### src/rtl/scene_cmd_scheduler.sv
// scene_cmd_scheduler
//   Receives a scene from the host as 64-bit command words and writes it into
//   the shadow bank of a double-buffered object/camera store. The banks are
//   swapped at the next renderer frame boundary once the scene has been committed.
//
// Ports
//   clk, rst         system clock, asynchronous active-high reset
//   recv_dv          one-cycle strobe, recv_64bit valid
//   recv_64bit       [63:60] opcode, [59:56] index, [55:0] payload
//   frame_done       one-cycle end-of-frame strobe from the renderer
//   obj_we/addr/data registered object-RAM write, addr = {bank, index}
//   cam_we/bank/data registered camera write
//   active_bank      bank the renderer currently reads
//   obj_count        object count of the active scene
//   frame_start      one-cycle strobe on bank swap
//   recv_interrupt   high when ready for a new scene
//   err              sticky protocol error, cleared by an accepted BEGIN in IDLE

module scene_cmd_scheduler #(
    parameter int unsigned MAX_OBJ     = 16,
    parameter int unsigned TIMEOUT_CYC = 1000000
) (
    input  logic        clk,
    input  logic        rst,
    input  logic        recv_dv,
    input  logic [63:0] recv_64bit,
    input  logic        frame_done,
    output logic        obj_we,
    output logic [4:0]  obj_addr,
    output logic [55:0] obj_data,
    output logic        cam_we,
    output logic        cam_bank,
    output logic [55:0] cam_data,
    output logic        active_bank,
    output logic [4:0]  obj_count,
    output logic        frame_start,
    output logic        recv_interrupt,
    output logic        err
);

    typedef enum logic [1:0] {StIdle, StLoad, StPending} state_e;

    localparam logic [3:0]  OpBegin    = 4'h1;
    localparam logic [3:0]  OpObj      = 4'h2;
    localparam logic [3:0]  OpCam      = 4'h3;
    localparam logic [3:0]  OpCommit   = 4'hF;
    localparam logic [19:0] TimeoutVal = 20'(TIMEOUT_CYC);
    localparam logic [4:0]  MaxObj     = 5'(MAX_OBJ);

    state_e      state_q, state_d;
    logic        active_bank_q, active_bank_d;
    logic [4:0]  obj_count_q, obj_count_d;
    logic [4:0]  n_q, n_d;
    logic [15:0] mask_q, mask_d;
    logic [19:0] wdog_q, wdog_d;
    logic        err_q, err_d;
    logic        obj_we_q, obj_we_d;
    logic [4:0]  obj_addr_q, obj_addr_d;
    logic [55:0] obj_data_q, obj_data_d;
    logic        cam_we_q, cam_we_d;
    logic        cam_bank_q, cam_bank_d;
    logic [55:0] cam_data_q, cam_data_d;
    logic        frame_start_q, frame_start_d;
    logic        recv_int_q, recv_int_d;

    logic [3:0]  opcode;
    logic [3:0]  index;
    logic [55:0] payload;
    logic [4:0]  begin_n;
    logic        begin_ok;
    logic [16:0] need_mask;
    logic        mask_ok;

    assign opcode   = recv_64bit[63:60];
    assign index    = recv_64bit[59:56];
    assign payload  = recv_64bit[55:0];
    assign begin_n  = payload[4:0];
    assign begin_ok = (begin_n != 5'd0) && (begin_n <= MaxObj);

    // Slots 0..N-1 must all have been written before a commit is accepted.
    assign need_mask = (17'd1 << n_q) - 17'd1;
    assign mask_ok   = (mask_q & need_mask[15:0]) == need_mask[15:0];

    always_comb begin
        state_d       = state_q;
        active_bank_d = active_bank_q;
        obj_count_d   = obj_count_q;
        n_d           = n_q;
        mask_d        = mask_q;
        wdog_d        = wdog_q;
        err_d         = err_q;
        obj_we_d      = 1'b0;
        obj_addr_d    = obj_addr_q;
        obj_data_d    = obj_data_q;
        cam_we_d      = 1'b0;
        cam_bank_d    = cam_bank_q;
        cam_data_d    = cam_data_q;
        frame_start_d = 1'b0;

        case (state_q)
            StIdle: begin
                wdog_d = 20'd0;
                if (recv_dv) begin
                    if (opcode == OpBegin && begin_ok) begin
                        state_d = StLoad;
                        n_d     = begin_n;
                        mask_d  = 16'd0;
                        err_d   = 1'b0;
                    end else begin
                        err_d = 1'b1;
                    end
                end
            end

            StLoad: begin
                if (recv_dv) begin
                    wdog_d = 20'd0;
                    case (opcode)
                        OpBegin: begin
                            if (begin_ok) begin
                                n_d    = begin_n;
                                mask_d = 16'd0;
                            end else begin
                                err_d = 1'b1;
                            end
                        end
                        OpObj: begin
                            if ({1'b0, index} < n_q) begin
                                obj_we_d      = 1'b1;
                                obj_addr_d    = {~active_bank_q, index};
                                obj_data_d    = payload;
                                mask_d[index] = 1'b1;
                            end else begin
                                err_d = 1'b1;
                            end
                        end
                        OpCam: begin
                            cam_we_d   = 1'b1;
                            cam_bank_d = ~active_bank_q;
                            cam_data_d = payload;
                        end
                        OpCommit: begin
                            if (mask_ok) begin
                                state_d = StPending;
                            end else begin
                                state_d = StIdle;
                                err_d   = 1'b1;
                            end
                        end
                        default: err_d = 1'b1;
                    endcase
                end else if (wdog_q + 20'd1 == TimeoutVal) begin
                    state_d = StIdle;
                    err_d   = 1'b1;
                    wdog_d  = 20'd0;
                end else begin
                    wdog_d = wdog_q + 20'd1;
                end
            end

            StPending: begin
                wdog_d = 20'd0;
                // Host words are never accepted here, even in the swap cycle.
                if (recv_dv) begin
                    err_d = 1'b1;
                end
                if (frame_done) begin
                    active_bank_d = ~active_bank_q;
                    obj_count_d   = n_q;
                    frame_start_d = 1'b1;
                    state_d       = StIdle;
                end
            end

            default: state_d = StIdle;
        endcase

        recv_int_d = (state_d == StIdle);
    end

    always_ff @(posedge clk or posedge rst) begin
        if (rst) begin
            state_q       <= StIdle;
            active_bank_q <= 1'b0;
            obj_count_q   <= 5'd0;
            n_q           <= 5'd0;
            mask_q        <= 16'd0;
            wdog_q        <= 20'd0;
            err_q         <= 1'b0;
            obj_we_q      <= 1'b0;
            obj_addr_q    <= 5'd0;
            obj_data_q    <= 56'd0;
            cam_we_q      <= 1'b0;
            cam_bank_q    <= 1'b0;
            cam_data_q    <= 56'd0;
            frame_start_q <= 1'b0;
            recv_int_q    <= 1'b0;
        end else begin
            state_q       <= state_d;
            active_bank_q <= active_bank_d;
            obj_count_q   <= obj_count_d;
            n_q           <= n_d;
            mask_q        <= mask_d;
            wdog_q        <= wdog_d;
            err_q         <= err_d;
            obj_we_q      <= obj_we_d;
            obj_addr_q    <= obj_addr_d;
            obj_data_q    <= obj_data_d;
            cam_we_q      <= cam_we_d;
            cam_bank_q    <= cam_bank_d;
            cam_data_q    <= cam_data_d;
            frame_start_q <= frame_start_d;
            recv_int_q    <= recv_int_d;
        end
    end

    assign obj_we         = obj_we_q;
    assign obj_addr       = obj_addr_q;
    assign obj_data       = obj_data_q;
    assign cam_we         = cam_we_q;
    assign cam_bank       = cam_bank_q;
    assign cam_data       = cam_data_q;
    assign active_bank    = active_bank_q;
    assign obj_count      = obj_count_q;
    assign frame_start    = frame_start_q;
    assign recv_interrupt = recv_int_q;
    assign err            = err_q;

endmodule

### config.mk
export PLATFORM = sky130hd
export DESIGN_NAME = scene_cmd_scheduler
export DESIGN_NICKNAME = d
export VERILOG_FILES = /design/src/rtl/scene_cmd_scheduler.sv
export SDC_FILE = /design/constraint.sdc
export NUM_CORES = 1
export LEC_CHECK = 0
export CAP_MARGIN = 10
export CORE_MARGIN = 4
export CORE_UTILIZATION = 40
export DETAILED_ROUTE_END_ITERATION = 12
export PLACE_DENSITY = 0.67
export SYNTH_ARGS = -nofsm -noshare
export SYNTH_HDL_FRONTEND = slang
export SYNTH_SLANG_ARGS = --single-unit
### constraint.sdc
create_clock -name clk -period 6.94 [get_ports clk]
set_input_delay 1.388 -clock clk [delete_from_list [all_inputs] [get_ports clk]]
set_output_delay 1.388 -clock clk [all_outputs]
set_load 0.03 [all_outputs]
==> metrics.yaml <==
drt:
  route.final.wire_length_um: 20700
  postRouteAntennaNets: 0
  drt_iter0_markers: 388
  post-route-drc-count: 0
  drt_pass1_iterations: 5
  detail_route.vias_per_cell: 5.07
  vias: 6217
  route.detailed.wl_per_inst_um: 16.9
sta:
  worst_slack_ns: 3.10
  report.final.setup_viol: 0
  period_minus_slack_ns: 3.84
  period_share_pct: 55.3
  final_hold_vios: 0
  tightest_slew_ns: 1.16
  max_slew_margin_pct: 22.2
  report.final.slew_viol_count: 0
  maximum_operating_frequency_mhz: 260
  timing.setup.tns_ns: 0
  rsz0062_at_grt: "false"
  fin_worst_skew_ns: 0.00945
placed_design:
  dp_hpwl_um: 14600
  place_worst_setup_slack_ns: 2.68
  post-place-cells: 1195
  routabilityCongestion: 0.886
  port-buffer-count: 196
  placed_area_um2: 10000
yosys:
  syn_avg_cell_area_um2: 10.0
  area_fraction_in_and_or_nand_and_nor_cells_after_synthesis_pct: 20.4
  number_of_enable_flip_flop_cells_after_synthesis: 0
  synth_top_cell_by_area: "dfrtp_1"
  synth_fa_ha_area_share_pct: 1.60
  postSynthRegisterBits: 172
  synth_area_in_compound_gates_pct: 8.99
  netlist.area_leader.share_pct: 54.9
  post_synth_main_area_contributors: "dfrtp_1 (55%), nand2_1 (11%), mux2_2 (8.9%)"
  synth.top_cells.by_count: "nand2_1 (224), dfrtp_1 (172), mux2_2 (62), clkbuf_1 (43), nor2_1 (30)"
  synth_async_sr_flop_share_pct: 100
  synthesis.yosys.warnings: 0
  post_synth_inst_count: 781
  main_combinational_cell_family_by_area_after_synthesis: "simple AND/OR/NAND/NOR gates"
  synthDistinctLibCells: 59
  synth-seq-area-share_pct: 54.9
  synth_xor_area_share_pct: 1.32
  post_synth_mux_area_share_pct: 9.55
  synth_top_flop_cell: "dfrtp_1"
  synth.most_common_cell: "nand2_1"
  synth.cell_area_um2: 7840
  synth_nets: 859
job:
  maxCapViolations: 0
layout:
  layout-drive-gt1-share_pct: 11.8
  area.growth.synth_to_final_pct: 35.4
  layoutNonFillerInstCount: 1227
  finalNetCount: 1032
  diodes: 0
  final_cell_area_um2: 10600
setup_path:
  critPathMaxFanout: 11
  required_ns: 7.25
  timing_worst_setup_path_type: "in -> reg"
  worst-endpoint-arrival_ns: 4.15
  worst_reg2reg_path_length_in_cells: 11
  crit_path_start_kind: "input port"
  setup.worst_path.end_class: "flip-flop"
global_route:
  grt_overflow_total: 0
  globalRouteTotalUtil_pct: 19.0
  grt_start_max_net_pins: 73
  grt_pass1_vias: 6161
  initial_antenna_violation_count: 0
  grt_pass1_wl_um: 33300
run_status:
  status: "complete, no violations"
die:
  rows: 50
  design.core.area_um2: 19000
  die_y_um: 148
  ios: 197
  floorplan.die.width_um: 148
  die_area_um2: 21900
  initial_standard_cell_utilization_of_the_core_pct: 41.2
power_and_ir_drop:
  p_leak_nw: 4.87
  clockPowerShare_pct: 23.7
  combinationalPowerShare_pct: 40.8
  power_switching_share_pct: 38.3
  power.density_nw_per_um2: 386
  ir_drop_uv: 202
  total_switching_power_mw: 1.57
  internal-power_mw: 2.53
  p_seq_share_pct: 35.5
clock_tree:
  clk_transition_reported_paths_ns: 0.06
  cts-root-buf: "clkbuf_16"
  cts_max_level: 4
  postCtsResizedCells: 0
  holdBufCountCts: 0
  cts_made_buffers: 17
  post_cts_buffers: 0
  clock_tree.buffer_depth: 2
  clock_sinks: 172
  clkLatencyLatePin_ns: 0.43
  tritoncts_clock_tree: "done"
worst_hold_path:
  holdCritPathClass: "reg -> reg"
  worst_hold_path.num_cells: 2
==> sequential cells by signal, summed over array words and instances (netlist names), 2 cells and up <==
signal	flops
wdog_q	20
obj_count	5
obj_addr	5
obj_data	56
mask_q	16
state_q	2
n_q	5
cam_data	56
==> metal layers <==
metal,vias up,part of all wire [%],GRT usage [%]
met4,0,1.3,4.67
li1,3031,-,-
met2,169,48,30.5
met3,16,7.6,7.14
met1,3001,43,24.6
met5,-,0,0
==> kinds of logic after synthesis <==
| group | Yosys count |
|---|---|
| and+or+nand+nor | 354 |
| DFF | 172 |
| muxes | 67 |
| buffers and inverters | 66 |
| adders and majority gates | 10 |
| xor gates and xnor gates | 11 |
| AOI/OAI and AO/OA | 101 |
==> placed cells by master (no fill, tap or decap), types with 4 or more instances in the layout <==
master           Yosys  layout
o21ai_0             19      19
dfrtp_1            172     172
mux2i_1              5       5
nor2_1              30      29
nor4_1              24      24
inv_1               17      16
or3_1                4       4
o22ai_1              6       6
a21oi_1             14      14
clkdlybuf4s50_1      0     196
mux2_2              62      62
inv_6                0       4
nand3_1             13      13
nor3_1              11      11
a22o_1               5       5
clkbuf_16            0      17
nand2_1            224     224
and3_1               4       4
nand4_1              8       8
o21a_1              18      18
xnor2_1              7       7
or4_1                5       5
ha_1                10      10
a21o_1               9       9
nand2b_1             7       7
or2_2                4       4
o31ai_1              4       4
buf_4                0       7
==> power groups by stage <==
| stage | Combinational (mW) | Clock [mW] | Sequential, mW |
|---|---|---|---|
| after floorplan | 0.514 | 0 | 1.92 |
| after global placement | 1.67 | 0 | 1.47 |
| after detailed placement | 1.68 | 0 | 1.47 |
| after CTS | 1.69 | 0.991 | 1.46 |
| after global routing | 1.78 | 1.04 | 1.50 |
| final | 1.67 | 0.969 | 1.46 |
==> metrics by stage <==
step | power, mW | utilization [%] | hold WS (ns)
floorplan | 2.43 | - | 0.464
global placement | 3.14 | 52.7 | 0.448
detailed placement | 3.15 | 52.7 | 0.454
CTS | 4.14 | 55.8 | 0.470
global route | 4.32 | 55.8 | 0.482
finish | 4.10 | 55.8 | 0.465
==> path summary, 6_finish.rpt <==
path | slack (ns) | end | start
worst max-delay path | 3.10 | err | recv_dv
worst min-delay path | 0.46 | obj_data[10] | obj_data[10]
worst max register to register | 3.31 | err | n_q[2]
worst min register to register | 0.46 | obj_data[10] | obj_data[10]
max in group asynchronous | 4.27 | obj_data[10] | rst
min in group asynchronous | 1.45 | cam_data[33] | rst
==> layout make-up <==
class / instances / area, um^2
fill: 1707 / 8410
sequential: 172 / 4300
multi-input combinational: 543 / 3300
timing repair buffer: 203 / 2010
clock buffer: 19 / 443
tap: 260 / 325
clock inverter: 13 / 155
inverter: 17 / 68.8
==> critical path, stage by stage <==
cell	delay (ns)
clkdlybuf4s50_1	0.72
and3_1	0.22
nand3_1	0.11
a221o_1	0.27
or4_1	0.38
or4_1	0.58
o211ai_1	0.13
o221ai_1	0.13
a31o_2	0.23
Power figures use the tool's default switching activity.
